## config.mk

```make
export PLATFORM = sky130hd
export DESIGN_NAME = multi_edge_counter
export DESIGN_NICKNAME = d
export VERILOG_FILES = /design/src/rtl/multi_edge_counter.sv
export SDC_FILE = /design/constraint.sdc
export NUM_CORES = 1
export LEC_CHECK = 0
export BUFFER_PORTS_ARGS = -buffer_cell sky130_fd_sc_hd__clkbuf_2
export CAP_MARGIN = 20
export CORE_AREA = 4 4 110 190
export DETAILED_ROUTE_END_ITERATION = 8
export DIE_AREA = 0 0 114 194
export MAX_ROUTING_LAYER = met4
export SYNTH_ARGS = -nofsm -noshare
export SYNTH_HDL_FRONTEND = slang
export SYNTH_SLANG_ARGS = --single-unit
```

## constraint.sdc

```tcl
create_clock -name clk -period 4.2 [get_ports clk]
set_input_delay 0.21 -clock clk [delete_from_list [all_inputs] [get_ports clk]]
set_output_delay 0.21 -clock clk [all_outputs]
set_load 0.005 [all_outputs]
```

## src/rtl/multi_edge_counter.sv

```systemverilog
// multi_edge_counter: NUM_CH independent edge counters on asynchronous inputs.
// Each channel has a synchroniser chain, runtime edge mode, count-enable gating,
// atomic snapshot-and-clear and a sticky overflow flag.
// Optional macro EDGE_CNT_SATURATE_EN: counters saturate at all-ones instead of wrapping.
module multi_edge_counter #(
    parameter int NUM_CH      = 4,
    parameter int CNT_W       = 16,
    parameter int SYNC_STAGES = 2
) (
    input  logic                    clk,
    input  logic                    reset,
    input  logic [NUM_CH-1:0]       s_in,
    input  logic                    enable,
    input  logic [1:0]              edge_mode,
    input  logic                    clear,
    input  logic                    snap_req,
    output logic [NUM_CH-1:0]       edge_pulse,
    output logic [NUM_CH*CNT_W-1:0] count_live,
    output logic [NUM_CH*CNT_W-1:0] snap_count,
    output logic [NUM_CH-1:0]       snap_ovf,
    output logic                    snap_valid,
    output logic [NUM_CH-1:0]       overflow
);

    typedef enum logic [1:0] {
        MODE_RISE = 2'b00,
        MODE_FALL = 2'b01,
        MODE_BOTH = 2'b10,
        MODE_NONE = 2'b11
    } edge_mode_e;

    localparam int                WARM_W    = $clog2(SYNC_STAGES + 2);
    localparam logic [WARM_W-1:0] WARM_DONE = WARM_W'(SYNC_STAGES + 1);
    localparam logic [CNT_W-1:0]  CNT_MAX   = '1;

    logic [NUM_CH-1:0] sync_q [SYNC_STAGES];
    logic [NUM_CH-1:0] prev_q;
    logic [WARM_W-1:0] warm_cnt;
    logic              warm;
    logic [NUM_CH-1:0] rise;
    logic [NUM_CH-1:0] fall;
    logic [NUM_CH-1:0] edge_det;
    logic [CNT_W-1:0]  cnt_q [NUM_CH];

    // Warm-up counter: masks detection until the sync chain and prev hold real samples.
    always_ff @(posedge clk) begin
        // NOTE: state is written with <= so every flop samples the pre-edge values of the others.
        if (reset) begin
            warm_cnt <= '0;
        end else if (warm_cnt != WARM_DONE) begin
            warm_cnt <= warm_cnt + 1'b1;
        end
    end

    assign warm = (warm_cnt != WARM_DONE);

    // Synchroniser chain plus previous-value register per channel.
    always_ff @(posedge clk) begin
        if (reset) begin
            for (int s = 0; s < SYNC_STAGES; s++) begin
                sync_q[s] <= '0;
            end
            prev_q <= '0;
        end else begin
            sync_q[0] <= s_in;
            for (int s = 1; s < SYNC_STAGES; s++) begin
                sync_q[s] <= sync_q[s-1];
            end
            prev_q <= sync_q[SYNC_STAGES-1];
        end
    end

    // Edge qualification by mode; prev always tracks the input, so a mode switch never fakes an edge.
    always_comb begin
        // NOTE: every output of this block gets a default first, so no latch can be inferred.
        rise     = sync_q[SYNC_STAGES-1] & ~prev_q;
        fall     = ~sync_q[SYNC_STAGES-1] & prev_q;
        edge_det = '0;
        case (edge_mode_e'(edge_mode))
            MODE_RISE: edge_det = rise;
            MODE_FALL: edge_det = fall;
            MODE_BOTH: edge_det = rise | fall;
            MODE_NONE: edge_det = '0;
            default:   edge_det = '0;
        endcase
        if (warm) begin
            edge_det = '0;
        end
    end

    // Registered edge pulse, independent of enable.
    always_ff @(posedge clk) begin
        if (reset) begin
            edge_pulse <= '0;
        end else begin
            edge_pulse <= edge_det;
        end
    end

    // Per-channel counters and sticky overflow; clear/snapshot restart at 0 or 1 so no edge is lost.
    always_ff @(posedge clk) begin
        if (reset) begin
            // NOTE: cnt_q is a small register array, not a RAM, so it is reset like any other state.
            for (int i = 0; i < NUM_CH; i++) begin
                cnt_q[i] <= '0;
            end
            overflow <= '0;
        end else begin
            for (int i = 0; i < NUM_CH; i++) begin
                if (clear || snap_req) begin
                    cnt_q[i]    <= CNT_W'(edge_pulse[i] & enable);
                    overflow[i] <= 1'b0;
                end else if (edge_pulse[i] && enable) begin
`ifdef EDGE_CNT_SATURATE_EN
                    if (cnt_q[i] == CNT_MAX) begin
                        overflow[i] <= 1'b1;
                    end else begin
                        cnt_q[i] <= cnt_q[i] + 1'b1;
                    end
`else
                    cnt_q[i] <= cnt_q[i] + 1'b1;
                    if (cnt_q[i] == CNT_MAX) begin
                        overflow[i] <= 1'b1;
                    end
`endif
                end
            end
        end
    end

    // Flatten the counter array onto the live output bus.
    for (genvar g = 0; g < NUM_CH; g++) begin : g_pack
        assign count_live[g*CNT_W +: CNT_W] = cnt_q[g];
    end

    // Snapshot capture of pre-clear counters and flags, with a one-cycle valid pulse.
    always_ff @(posedge clk) begin
        if (reset) begin
            snap_count <= '0;
            snap_ovf   <= '0;
            snap_valid <= 1'b0;
        end else begin
            snap_valid <= snap_req;
            if (snap_req) begin
                snap_count <= count_live;
                snap_ovf   <= overflow;
            end
        end
    end

endmodule

```

== After elaboration in Yosys (flattened, before gate mapping) ==
Memories as Yosys holds them, arrays and structs flattened.
Cells that the tools add are included.

* Memories: 2
* Register bits after elaboration: 83
* Bits in read-only memories: 0
* Logic and storage cells: 89
* Memory bits (writable): 72
* Latch bits: 0
* Bits of input ports: 11
* Output and inout port bits: 141

* Reduce and logical (&&, ||, !) cells: 12
* Div/mod/pow operators: 0
* Equality and inequality tests: 8
* Bitwise logic cells: 19
* Magnitude comparators: 0
* Shifts and indexed selects: 0
* Muxes and demuxes: 33
* $add $sub $neg: 5
* Multipliers: 0

{| class="wikitable"
|+ Memory list
! name !! depth !! bits a word !! rd ports !! clocked after Yosys merged registers in !! wr ports !! line !! text
|-
| cnt_q || 4 || 16 || 4 || 0 || 4 || 43 || <nowiki>logic [CNT_W-1:0] cnt_q [NUM_CH];</nowiki>
|-
| sync_q || 2 || 4 || 2 || 0 || 2 || 36 || <nowiki>logic [NUM_CH-1:0] sync_q [SYNC_STAGES];</nowiki>
|}

{| class="wikitable"
|+ Operator list
! cell !! count
|-
| $mux W16 || 8
|-
| $add A16 B1 Y16 const B || 4
|-
| $eq A16 B16 Y1 const B || 4
|-
| $mux W1 || 22
|-
| $pmux W4 S4 || 1
|-
| $or A1 B1 Y1 || 10
|-
| $and A4 B4 Y4 || 2
|-
| $mux W4 || 2
|-
| $not A4 Y4 || 2
|-
| $reduce_and A2 Y1 || 4
|-
| $and A1 B1 Y1 || 4
|-
| $eq A2 B2 Y1 const B || 2
|-
| $logic_and A1 B1 Y1 || 4
|-
| $or A4 B4 Y4 || 1
|-
| $reduce_or A2 Y1 || 2
|-
| $add A2 B1 Y2 const B || 1
|-
| $eq A2 B1 Y1 const B || 1
|-
| $logic_not A2 Y1 || 1
|-
| $ne A2 B2 Y1 const B || 1
|-
| $logic_or A1 B1 Y1 || 1
|}

== Depth between registers and ports, before layout ==
* Word-level depth: 6
* Mapped depth: 6
* Mapped depth without buffers: 6

== Worst setup path before layout ==
No wires, ideal clock.

* Path type: flip-flop to flip-flop
* Start point: memory cnt_q[2][2]
* End point: memory cnt_q[2][15], data pin
* Period minus slack after synthesis: 1.724 ns
* Buffers on the path: 0
* Setup slack: 2.476 ns
* Cell stages (with the launch flop): 5
* Data arrival time: 1.578 ns
* Data required time: 4.054 ns
* Library setup time: 0.146 ns
* Cells stage by stage: edfxtp_1 > nand3_2 > or4_4 > or3_1 > a21oi_1

{| class="wikitable"
|+ RTL lines
! element !! line
|-
| from (decl) || 43
|}

==> metrics.csv <==
stage,metric,value,unit
timing,final-setup-viol-count,0,
power,worst_ir_drop_vdd,0.260,mV
critical_path,critPathArrivalTime,2.20,ns
floorplanning,rows,67,
yosys,synth.cell_area,0.00666,mm²
yosys,synth-seq-area-share,56.2,%
grt,grt_pass1_vias,4894,
timing,report.final.hold_viol_count,0,
grt,groute.usage.overall,15.5,%
timing,setup-tns-final,0,ns
floorplanning,dieWidth,114,µm
drt,drt.antenna.violating_nets,0,
yosys,post_synth_num_cell_types,35,
yosys,postSynth.topFlopCell,sky130_fd_sc_hd__dfxtp_1,
clocking,cts_sinks,155,
hold_path,timing.hold.worst.class,in2reg,
grt,grt_first_pass_wirelength,26100,µm
floorplanning,design.portCount,152,
timing,max_slew_margin,43.0,%
floorplanning,floorplan.initialDensity,34.6,%
clocking,h_tree_depth,4,
yosys,yosys_register_bits,155,
place,placement.cell_area,0.00766,mm²
grt,grt_antenna_before_repair,0,
floorplanning,dieArea,0.0221,mm²
critical_path,setup_crit_start_kind,flip-flop,
yosys,synth_commonest_cells,"sky130_fd_sc_hd__nor2_1, sky130_fd_sc_hd__dfxtp_1, sky130_fd_sc_hd__mux2i_1",
place,dp.final_hpwl,11500,µm
hold_path,worstHoldPathCells,2,
floorplanning,fp.coreArea,0.0193,mm²
grt,grt_overflow_total,0,
clocking,worstSkewPairLatency,0.43,ns
drt,dr.pass1.iters,4,
final_layout,syn_to_final_growth,24.8,%
clocking,clock_tree.buffer_depth,2,
timing,slew_violations,0,
yosys,synth_fp_nets,659,
yosys,synth-warning-count,0,
yosys,post_synth_inst_count,635,
drt,drt_iter0_markers,212,
place,globalplace.congestion,0.750,
critical_path,crit_type,reg2reg,
final_layout,design.final.nets,811,
yosys,syn_avg_cell_area,10.5,µm²
timing,grt_setup_unrepaired,no,
yosys,synthArstFlopShare,0,%
yosys,synth_edf_count,64,
drt,wl_per_cell,15.5,µm
power,p_total,3.46,mW
power,p_leak,3.44,nW
clocking,cts.reportedPaths.clkPinSlew,0.06,ns
run_status,result_of_the_run,completed,
timing,timing.clock.skew,0.00717,ns
final_layout,postLayoutCoreUtil,43.1,%
grt,largest_net_degree_at_the_start_of_global_routing,75,
drt,drt_wl_total,16200,µm
yosys,synth_top_cells_by_area,"sky130_fd_sc_hd__edfxtp_1, sky130_fd_sc_hd__dfxtp_1, sky130_fd_sc_hd__mux2i_1, sky130_fd_sc_hd__nor2_1, sky130_fd_sc_hd__xnor2_1",
timing,tightest_slew,0.855,ns
yosys,synth_largest_area_cell,sky130_fd_sc_hd__edfxtp_1,
final_layout,diodes,0,
clocking,clockRootBuffer,sky130_fd_sc_hd__clkbuf_16,
yosys,post-synth-top-area-fraction,28.8,%
place,count_of_input_and_output_buffers,151,
timing,finalWorstPathRequiredPeriod,1.93,ns
power,power.density_cell_area,416,mW/mm²
final_layout,share_of_final_layout_standard_cells_stronger_than_drive_strength_1,23.9,%
critical_path,critical_path_peak_fanout,9,
timing,achievable-frequency,519,MHz
clocking,number_of_buffers_created_by_cts,17,
drt,via_per_inst,4.85,
critical_path,timing.critical_path.required,4.47,ns
clocking,cts_tree,built,
drt,route.vias.total,5051,
critical_path,timing.reg2reg.worst_path_depth,4,
run,max-cap-violations,0,
timing,final.period_utilization,45.8,%
timing,finalHoldWorstSlack,0.0196,ns
final_layout,final_design_area_no_fill,0.00832,mm²
drt,remaining_drc_errors,0,
floorplanning,chipHeight,194,µm
critical_path,cp-end-kind,flip-flop,
final_layout,nFillCells,1889,
yosys,yosys.cell_count.top_type,sky130_fd_sc_hd__nor2_1,
layout make-up:
| type | instances | area [µm²] | area share (%) |
|---|---|---|---|
| flip-flops and latches | 155 | 3740 | 45.0 |
| multi-input cells | 441 | 2770 | 33.3 |
| repair buffers | 157 | 811 | 9.75 |
| clock buffers | 23 | 500 | 6.02 |
| well taps | 241 | 302 | 3.63 |
| clock inverters | 9 | 133 | 1.59 |
| inverters | 15 | 56.3 | 0.677 |
report_power, final:
group | total [mW] | switching, mW | internal (mW)
Clock | 1.63 | 0.609 | 1.02
Combinational | 0.169 | 0.0918 | 0.0771
Sequential | 1.66 | 0.0518 | 1.61
state kept, by name (all words and copies together) (netlist names):
signal and cells:
overflow 4, prev_q 4, snap_ovf 4, snap_valid 1, warm_cnt 2, edge_pulse 4
sync_q 8, cnt_q 64, snap_count 64
through the flow:
step / setup slack [ns] / cells
after detailed placement: 1.98 / 1007
after global routing: 2.09 / 1041
after floorplan: 2.48 / 635
final: 2.27 / 1041
after CTS: 2.28 / 1041
after global placement: 2.07 / 1007
cell families (layout without fill, tap and decap cells):
| logic type | after synthesis | in the layout | synth area share, % |
|---|---|---|---|
| compound gates | 35 | 35 | 2.87 |
| xor+xnor | 46 | 46 | 6.05 |
| fa+ha+maj | 13 | 13 | 2.44 |
| buf+inv | 39 | 204 | 2.31 |
| flops | 155 | 155 | 56.2 |
| mux | 70 | 70 | 10.5 |
| simple gates | 277 | 277 | 19.6 |
layout by cell type, fill, tap and decap left out, drive strengths merged, types with 11 or more instances in the layout:
| cell | instances |
|---|---|
| nor2b | 11 |
| nand4 | 17 |
| a21oi | 20 |
| ha | 13 |
| nor2 | 127 |
| mux2i | 70 |
| nor3 | 13 |
| edfxtp | 64 |
| dfxtp | 91 |
| xor2 | 19 |
| nand3 | 23 |
| nand2 | 39 |
| inv | 16 |
| xnor2 | 27 |
| clkbuf | 172 |
critical path, cell delays in order, from the launching register on:
cell and delay, ns:
sky130_fd_sc_hd__edfxtp_1 0.53, sky130_fd_sc_hd__nand4_1 0.19, sky130_fd_sc_hd__or4_4 0.55, sky130_fd_sc_hd__or3_1 0.36
sky130_fd_sc_hd__a21oi_1 0.14
worst paths after layout:
path | start | slack (ns) | endpoint
max reg2reg | cnt_q[2][5] | 2.27 | cnt_q[2][15]
min reg2reg | sync_q[0][3] | 0.43 | sync_q[0][7]
max | cnt_q[2][5] | 2.27 | cnt_q[2][15]
min | s_in[2] | 0.02 | sync_q[0][2]
routing by layer:
| layer | wire, µm | share of wire [%] | GRT usage (%) | up-vias |
|---|---|---|---|---|
| met4 | 302 | 1.9 | 5.94 | 0 |
| li1 | - | - | - | 2511 |
| met1 | 6410 | 40 | 17.1 | 2405 |
| met5 | 0 | 0 | - | - |
| met3 | 798 | 4.9 | 3.65 | 19 |
| met2 | 8650 | 54 | 26.5 | 116 |
repair_timing:
item	4_1_cts	5_1_grt
resized for setup	0	0
setup buffers	0	0
hold endpoints to repair	2	0
hold buffers	2	0
Power figures use the tool's default switching activity.
